--- src/rtl/vx_gpr_arbiter.sv ---
// Round-robin sharing of the GPR read ports among NUM_REQS requesters, with response steering
// and a post-reset zero-fill of every warp/register entry through the write port.
module vx_gpr_arbiter #(
  parameter int unsigned NUM_REQS    = 2,
  parameter int unsigned NUM_WARPS   = 4,
  parameter int unsigned NUM_REGS    = 32,
  parameter int unsigned NUM_THREADS = 4,
  parameter int unsigned WIDW        = $clog2(NUM_WARPS)
) (
  input  logic                     clk,
  input  logic                     reset,
  input  logic [NUM_REQS-1:0]      req_valid,
  input  logic [NUM_REQS*WIDW-1:0] req_wid,
  input  logic [NUM_REQS*5-1:0]    req_rs1,
  input  logic [NUM_REQS*5-1:0]    req_rs2,
  input  logic [NUM_REQS*5-1:0]    req_rs3,
  output logic [NUM_REQS-1:0]      req_ready,
  output logic                     rsp_valid,
  output logic [NUM_REQS-1:0]      rsp_sel,
  input  logic                     rsp_ready,
  output logic [WIDW-1:0]          gpr_wid,
  output logic [4:0]               gpr_rs1,
  output logic [4:0]               gpr_rs2,
  output logic [4:0]               gpr_rs3,
  input  logic                     wb_in_valid,
  input  logic [WIDW-1:0]          wb_in_wid,
  input  logic [4:0]               wb_in_rd,
  input  logic [NUM_THREADS-1:0]   wb_in_tmask,
  output logic                     wb_in_ready,
  output logic                     wb_out_valid,
  output logic [WIDW-1:0]          wb_out_wid,
  output logic [4:0]               wb_out_rd,
  output logic [NUM_THREADS-1:0]   wb_out_tmask,
  output logic                     wb_out_zero,
  output logic                     init_busy
);

  localparam int unsigned CNTW = WIDW + 5;
  localparam int unsigned PTRW = $clog2(NUM_REQS);
  localparam logic [CNTW-1:0] CntLast  = CNTW'(NUM_WARPS * NUM_REGS - 1);
  localparam logic [PTRW:0]   NumReqsW = (PTRW + 1)'(NUM_REQS);
  localparam logic [PTRW-1:0] PtrLast  = PTRW'(NUM_REQS - 1);

  typedef enum logic {StInit, StRun} state_e;

  state_e                r_state, w_state_next;
  logic [CNTW-1:0]       r_cnt;
  logic [PTRW-1:0]       r_ptr;
  logic [WIDW-1:0]       r_hold_wid;
  logic [4:0]            r_hold_rs1, r_hold_rs2, r_hold_rs3;
  logic                  r_rsp_valid;
  logic [NUM_REQS-1:0]   r_rsp_sel;

  logic                  w_run, w_hold, w_grant;
  logic [PTRW-1:0]       w_idx;
  logic [PTRW:0]         w_sum;
  logic [NUM_REQS-1:0]   w_grant_oh;

  assign w_run  = (r_state == StRun);
  assign w_hold = r_rsp_valid && !rsp_ready;

  // Scan from r_ptr upward with wrap; first valid requester wins.
  always_comb begin
    w_grant = 1'b0;
    w_idx   = '0;
    w_sum   = '0;
    if (w_run && !w_hold) begin
      for (int k = 0; k < NUM_REQS; k++) begin
        w_sum = {1'b0, r_ptr} + (PTRW + 1)'(k);
        if (w_sum >= NumReqsW) w_sum = w_sum - NumReqsW;
        if (!w_grant && req_valid[w_sum[PTRW-1:0]]) begin
          w_grant = 1'b1;
          w_idx   = w_sum[PTRW-1:0];
        end
      end
    end
  end

  assign w_grant_oh = w_grant ? (NUM_REQS'(1) << w_idx) : '0;
  assign req_ready  = w_grant_oh;

  // Without a fresh grant the held address is replayed so the read data tracks writes.
  always_comb begin
    gpr_wid = r_hold_wid;
    gpr_rs1 = r_hold_rs1;
    gpr_rs2 = r_hold_rs2;
    gpr_rs3 = r_hold_rs3;
    if (w_grant) begin
      gpr_wid = req_wid[w_idx*WIDW +: WIDW];
      gpr_rs1 = req_rs1[w_idx*5 +: 5];
      gpr_rs2 = req_rs2[w_idx*5 +: 5];
      gpr_rs3 = req_rs3[w_idx*5 +: 5];
    end
  end

  assign rsp_valid = r_rsp_valid;
  assign rsp_sel   = r_rsp_sel;

  always_comb begin
    w_state_next = r_state;
    wb_in_ready  = 1'b0;
    wb_out_valid = 1'b1;
    wb_out_wid   = r_cnt[CNTW-1:5];
    wb_out_rd    = r_cnt[4:0];
    wb_out_tmask = '1;
    wb_out_zero  = 1'b1;
    init_busy    = 1'b1;
    unique case (r_state)
      StInit: begin
        if (r_cnt == CntLast) w_state_next = StRun;
      end
      StRun: begin
        wb_in_ready  = 1'b1;
        wb_out_valid = wb_in_valid;
        wb_out_wid   = wb_in_wid;
        wb_out_rd    = wb_in_rd;
        wb_out_tmask = wb_in_tmask;
        wb_out_zero  = 1'b0;
        init_busy    = 1'b0;
      end
      default: w_state_next = StInit;
    endcase
  end

  always_ff @(posedge clk or negedge reset) begin
    if (!reset) begin
      r_state     <= StInit;
      r_cnt       <= '0;
      r_ptr       <= '0;
      r_hold_wid  <= '0;
      r_hold_rs1  <= '0;
      r_hold_rs2  <= '0;
      r_hold_rs3  <= '0;
      r_rsp_valid <= 1'b0;
      r_rsp_sel   <= '0;
    end else begin
      r_state    <= w_state_next;
      if (r_state == StInit) r_cnt <= r_cnt + CNTW'(1);
      r_hold_wid <= gpr_wid;
      r_hold_rs1 <= gpr_rs1;
      r_hold_rs2 <= gpr_rs2;
      r_hold_rs3 <= gpr_rs3;
      if (w_grant) begin
        r_ptr       <= (w_idx == PtrLast) ? '0 : w_idx + PTRW'(1);
        r_rsp_valid <= 1'b1;
        r_rsp_sel   <= w_grant_oh;
      end else if (r_rsp_valid && rsp_ready) begin
        r_rsp_valid <= 1'b0;
      end
    end
  end

endmodule

--- config.mk ---
export PLATFORM = sky130hd
export DESIGN_NAME = vx_gpr_arbiter
export DESIGN_NICKNAME = d
export VERILOG_FILES = /design/src/rtl/vx_gpr_arbiter.sv
export SDC_FILE = /design/constraint.sdc
export NUM_CORES = 1
export LEC_CHECK = 0
export CORE_MARGIN = 2
export CORE_UTILIZATION = 38
export CTS_CLUSTER_SIZE = 8
export DETAILED_ROUTE_END_ITERATION = 16
export GPL_ROUTABILITY_DRIVEN = 0
export GPL_TIMING_DRIVEN = 0
export HOLD_SLACK_MARGIN = 0.1
export PLACE_DENSITY = 0.85
export SYNTH_ARGS = -nofsm -noshare
export SYNTH_HDL_FRONTEND = slang
export SYNTH_SLANG_ARGS = --single-unit
--- constraint.sdc ---
create_clock -name clk -period 1.7 [get_ports clk]
set_clock_uncertainty 0.15 [all_clocks]
set_input_delay 0.34 -clock clk [delete_from_list [all_inputs] [get_ports clk]]
set_output_delay 0.34 -clock clk [all_outputs]
set_load 0.02 [all_outputs]
Word level (Yosys, flattened, before mapping)

Cells that the tools add are included.

Add/sub/neg operators: 5
Multiply operators: 1
Div/mod/pow operators: 0
Order comparisons: 4
Eq/ne operators: 1
Shift operators: 5
Multiplexer cells: 31
Bitwise logic cells: 0
Reduce and logical (&&, ||, !) cells: 8

Operators by type and width:

| cell                | count |
|---|---|
| $shiftx 10x5->5     | 3 |
| $mux 1              | 23 |
| $mux 5              | 4 |
| $add 7x1->7 const B | 1 |
| $eq 7x7->1 const B  | 1 |
| $mux 2              | 3 |
| $logic_and 1x1->1   | 4 |
| $lt 1x2->1 const B  | 2 |
| $mul 1x3->4 const B | 1 |
| $mux 4              | 1 |
| $shiftx 4x3->2      | 1 |
| $logic_not 1->1     | 3 |
| $add 1x1->2 const B | 1 |
| $ge 1x2->1 const B  | 1 |
| $ge 2x2->1 const B  | 1 |
| $reduce_bool 2->1   | 1 |
| $shl 1x1->2 const A | 1 |
| $sub 1x1->1 const B | 2 |
| $add 1x1->1 const B | 1 |

Bits in registers: 29
Latch bits: 0
Memory bits (writable): 0
ROM bits: 0
Input port bits: 51
Output and inout bits: 37
Word-level logic and storage cells: 64
Memories: 0

Longest topological paths before layout

Depth in word-level cells: 16
Mapped depth: 5
Gate-level depth less buffers: 4

Worst setup path after synthesis

OpenSTA, ideal clock, no wires.

Path kind: reg-to-output
From: reg r_state
To: out gpr_rs1[0]
Arrival: 1.412 ns
Required time: 1.210 ns
Setup slack: -0.202 ns
Cell stages (with the launch flop): 6
Buffers on the path: 2
Path through: dfrtp_1 -> buf_4 -> inv_2 -> buf_2 -> nor4_1 -> a221o_1

Longest elaborated chain between the ends: 5
Elaborated cells between the ends (all ways): 6
Those cells by class: mul: 1; shift: 1; mux: 3; reduce/logical: 1

RTL lines:

| element                | line | text |
|---|---|---|
| from (decl)            | 46   | `state_e r_state, w_state_next;` |
| from (signal assigned) | 127  | `r_state <= StInit;` |
| from (signal assigned) | 137  | `r_state <= w_state_next;` |
| $logic_and 1x1->1 (*)  | 67   | `if (w_run && !w_hold) begin` |
| $mux 1                 | 67   |  |
| $mul 1x3->4            | 90   | `gpr_rs1 = req_rs1[w_idx*5 +: 5];` |
| $shiftx 10x5->5        | 90   |  |
| $mux 5 (*)             | 88   | `if (w_grant) begin` |
| to (decl)              | 22   | `output logic [4:0] gpr_rs1,` |

Mark *: on every way between the ends. The rest lies on a longest branch, timed or not.

Worst setup path in the final report

Same ends and word-level chain as after synthesis.

==> flow_summary.yaml <==
run_status:
  outcome: "finished with violations"
  violations: "setup timing"
synthesis:
  synth_largest_area_cell: "sky130_fd_sc_hd__dfrtp_1"
  synth_simple_gate_area_share_pct: 20.82
  synthDistinctLibCells: 27
  synth.cell_area_um2: 1550
  async_reset_ff_share_pct: 100.0
  synth_common_cells: "sky130_fd_sc_hd__dfrtp_1 (29), sky130_fd_sc_hd__nand2_1 (22), sky130_fd_sc_hd__a221o_1 (17), sky130_fd_sc_hd__nor4_1 (17), sky130_fd_sc_hd__mux2_2 (8)"
  synth_largest_type_area_fraction_pct: 46.81
  synth_top_cells_by_area: "sky130_fd_sc_hd__dfrtp_1 (47%), sky130_fd_sc_hd__a221o_1 (11%), sky130_fd_sc_hd__nor4_1 (6.9%)"
  postSynth.topFlopCell: "sky130_fd_sc_hd__dfrtp_1"
  yosys.cell_count.top_type: "sky130_fd_sc_hd__dfrtp_1"
  number_of_storage_elements_in_the_synthesis_netlist: 29
  synth-seq-area-share_pct: 46.81
  main_combinational_cell_family_by_area_after_synthesis: "simple AND/OR/NAND/NOR gates"
  synthesis.instances: 137
  yosysWarningCount: 0
  synthAdderAreaFrac_pct: 0.8071
  post_synthesis_compound_gate_area_fraction_pct: 13.56
  synth.net_count: 189
  xor_xnor_fraction_of_synth_area_pct: 3.390
  syn_avg_cell_area_um2: 11.32
  synthMuxAreaShare_pct: 5.811
  synth-edff-count: 0
clock_network:
  cts_tree: "yes"
  cts_made_buffers: 5
  tritoncts_num_sinks: 29
  root_buffer: "sky130_fd_sc_hd__clkbuf_8"
  cts_buffer_depth: 2
  clk_transition_reported_paths_ns: 0.06
  worstSkewPairLatency_ns: 0.28
  cts.htree.levels: 2
setup_path:
  timing.critical_path.required_ns: 1.21
  path_class: "reg -> out"
  critical_path.reg2reg.startpoint: "r_state"
  critPathMaxFanout: 9
  r2r_cells: 6
  worst_setup_path_endpoint: "gpr_rs1[0]"
  crit_arrival_ns: 1.65
  startpoint_of_the_most_critical_setup_path: "r_state"
  critical_path.reg2reg.endpoint: "r_hold_rs3[3]"
  reg2reg_slack_ns: -0.05
  critical_path.endpoint_type: "output pin"
  setup.worst_path.start_class: "flip-flop"
die:
  row_count: 23
  die_width_um: 67.87
  boundaryPins: 88
  start_util_pct: 39.04
  dieArea_um2: 4606
  dieHeight_um: 67.87
  coreArea_um2: 3971
detailed_routing:
  dr_total_vias: 1645
  finalWirelength_um: 5298
  post_route_drc_violation_count: 0
  firstDrtPassIters: 4
  via_per_inst: 5.206
  dr.first_iter.drc_count: 106
  ant_nets: 0
  wl_per_cell_um: 16.77
power_and_ir_drop:
  share_comb_of_total_power_pct: 19.1
  pwr-share-clk_pct: 36.4
  seq_power_share_pct: 44.6
  internal-power_uw: 1226
  power.net_switching_uw: 372.0
  ir_worst_vdd_v: 0.0004165
  power.switching_fraction_pct: 23.28
  power.density_nw_per_um2: 499.3
  leakage_uw: 0.001421
timing:
  setup_ws_ns: -0.4359
  finalHoldViolCount: 0
  timing.final.crit_period_ns: 2.136
  finalSetupViolCount: 34
  hold-worst-slack_ns: 0.3339
  worstMarginPinSlew_ns: 0.6692
  period_share_pct: 125.6
  slew_viol_final: 0
  timing.fmax_mhz: 468.2
  setup_repair_after_global_routing_missed_its_margin: "yes"
  worst_slew_margin_rel_pct: 55.39
placement:
  post-place-cells: 274
  portBuffers: 87
  dp.final_hpwl_um: 3143
grt:
  total_congestion_overflow: 0
  wire_length_of_the_first_global_routing_pass_um: 7590
  grt_antenna_before_repair: 0
  global_route.usage.total_pct: 22.39
  grt_pass1_vias: 1598
  largest_net_degree_at_the_start_of_global_routing: 30
cells_and_area:
  final_layout_size_suffix_gt1_share_pct: 48.87
  diodes: 0
  fillers: 252
  nets: 317
  layout-area-overhead-vs-synth_pct: 106.5
  layout.cells.non_filler: 316
min_path:
  worst_hold_path_type: "reg -> reg"
  hold_path_depth: 1
job:
  cap_violations: 0
## power groups by stage
stage / Clock [µW] / Sequential (µW) / Combinational, µW
2_1_floorplan: 0 / 725 / 78.4
3_3_place_gp: 0 / 723 / 251
3_5_place_dp: 0 / 724 / 253
4_1_cts: 594 / 712 / 280
5_1_grt: 636 / 713 / 323
6_report: 581 / 712 / 305
## cell families (layout without fill, tap and decap cells)
family          Yosys count  after routing
xor+xnor                  6              6
simple gates             55             55
fa+ha+maj                 1              1
mux                       8              8
flops                    29             29
buf+inv                  17            146
compound gates           21             21
## area by class of cell
class,count,area [µm²],share of cell area [%]
buffer,15,230.2,7.193
clock buffer,8,90.09,2.815
inverter,2,15.01,0.4691
multi-input combinational,91,882.1,27.56
sequential,29,728.2,22.75
tap,50,62.56,1.955
timing repair buffer,121,1192,37.26
## per-stage QoR
stage	power, µW	instance area, µm²	worst slack, ns	setup TNS (ns)	util, %
2_1_floorplan	803.0	1674	-0.1040	-1.173	-
5_1_grt	1671	3201	-0.4893	-11.97	80.59
3_5_place_dp	977.6	2608	-1.228	-43.27	65.66
3_3_place_gp	973.9	2608	-1.219	-41.07	65.66
6_report	1598	3201	-0.4359	-10.23	80.59
4_1_cts	1585	2935	-0.4321	-9.699	73.91
## cells in the final DEF, fill, tap and decap left out, types with 4 or more instances in the layout
master,n
sky130_fd_sc_hd__nand2b_4,6
sky130_fd_sc_hd__buf_6,42
sky130_fd_sc_hd__clkdlybuf4s50_1,46
sky130_fd_sc_hd__a221o_1,17
sky130_fd_sc_hd__buf_12,6
sky130_fd_sc_hd__mux2_4,4
sky130_fd_sc_hd__nand2_1,22
sky130_fd_sc_hd__dfrtp_1,27
sky130_fd_sc_hd__buf_4,27
sky130_fd_sc_hd__dlygate4sd2_1,7
sky130_fd_sc_hd__xnor2_1,5
sky130_fd_sc_hd__mux2_2,4
sky130_fd_sc_hd__clkbuf_8,6
sky130_fd_sc_hd__nor4_2,15
## worst min path at each step
stage,startpoint,slack (ns),to
floorplan,reset,-0.11,r_cnt[0]
global placement,rsp_sel[0],0.32,rsp_sel[0]
detailed placement,rsp_sel[0],0.33,rsp_sel[0]
CTS,rsp_sel[0],0.34,rsp_sel[0]
global route,rsp_sel[0],0.36,rsp_sel[0]
finish,rsp_sel[0],0.33,rsp_sel[0]
## sequential cells by signal, summed over array words and instances, names as in the netlist
signal / count
r_state: 1
r_ptr: 1
r_hold_rs3: 5
r_cnt: 7
r_hold_rs1: 5
rsp_sel: 2
r_hold_rs2: 5
rsp_valid: 1
r_hold_wid: 2
## routing by layer
metal	global-route usage (%)	share of wire, %
met1	26.28	38
met4	6.000	0.53
met2	38.48	53
met5	0	0
met3	8.388	8.7
## critical path, cell delays in order, from the launching register on
cell	delay [ns]
sky130_fd_sc_hd__dfrtp_2	0.41
sky130_fd_sc_hd__buf_6	0.15
sky130_fd_sc_hd__and4_4	0.16
sky130_fd_sc_hd__clkbuf_16	0.16
sky130_fd_sc_hd__a221o_1	0.34
sky130_fd_sc_hd__buf_6	0.15
## repair_timing
action	CTS	global route
resized for setup	212	34
gates cloned	0	2
setup buffers	18	14
pin swaps	8	9
hold buffers	0	1
endpoints found under the hold margin	0	29
endpoints found under the setup margin	77	33
No activity file was read; power rests on OpenSTA's default activity.
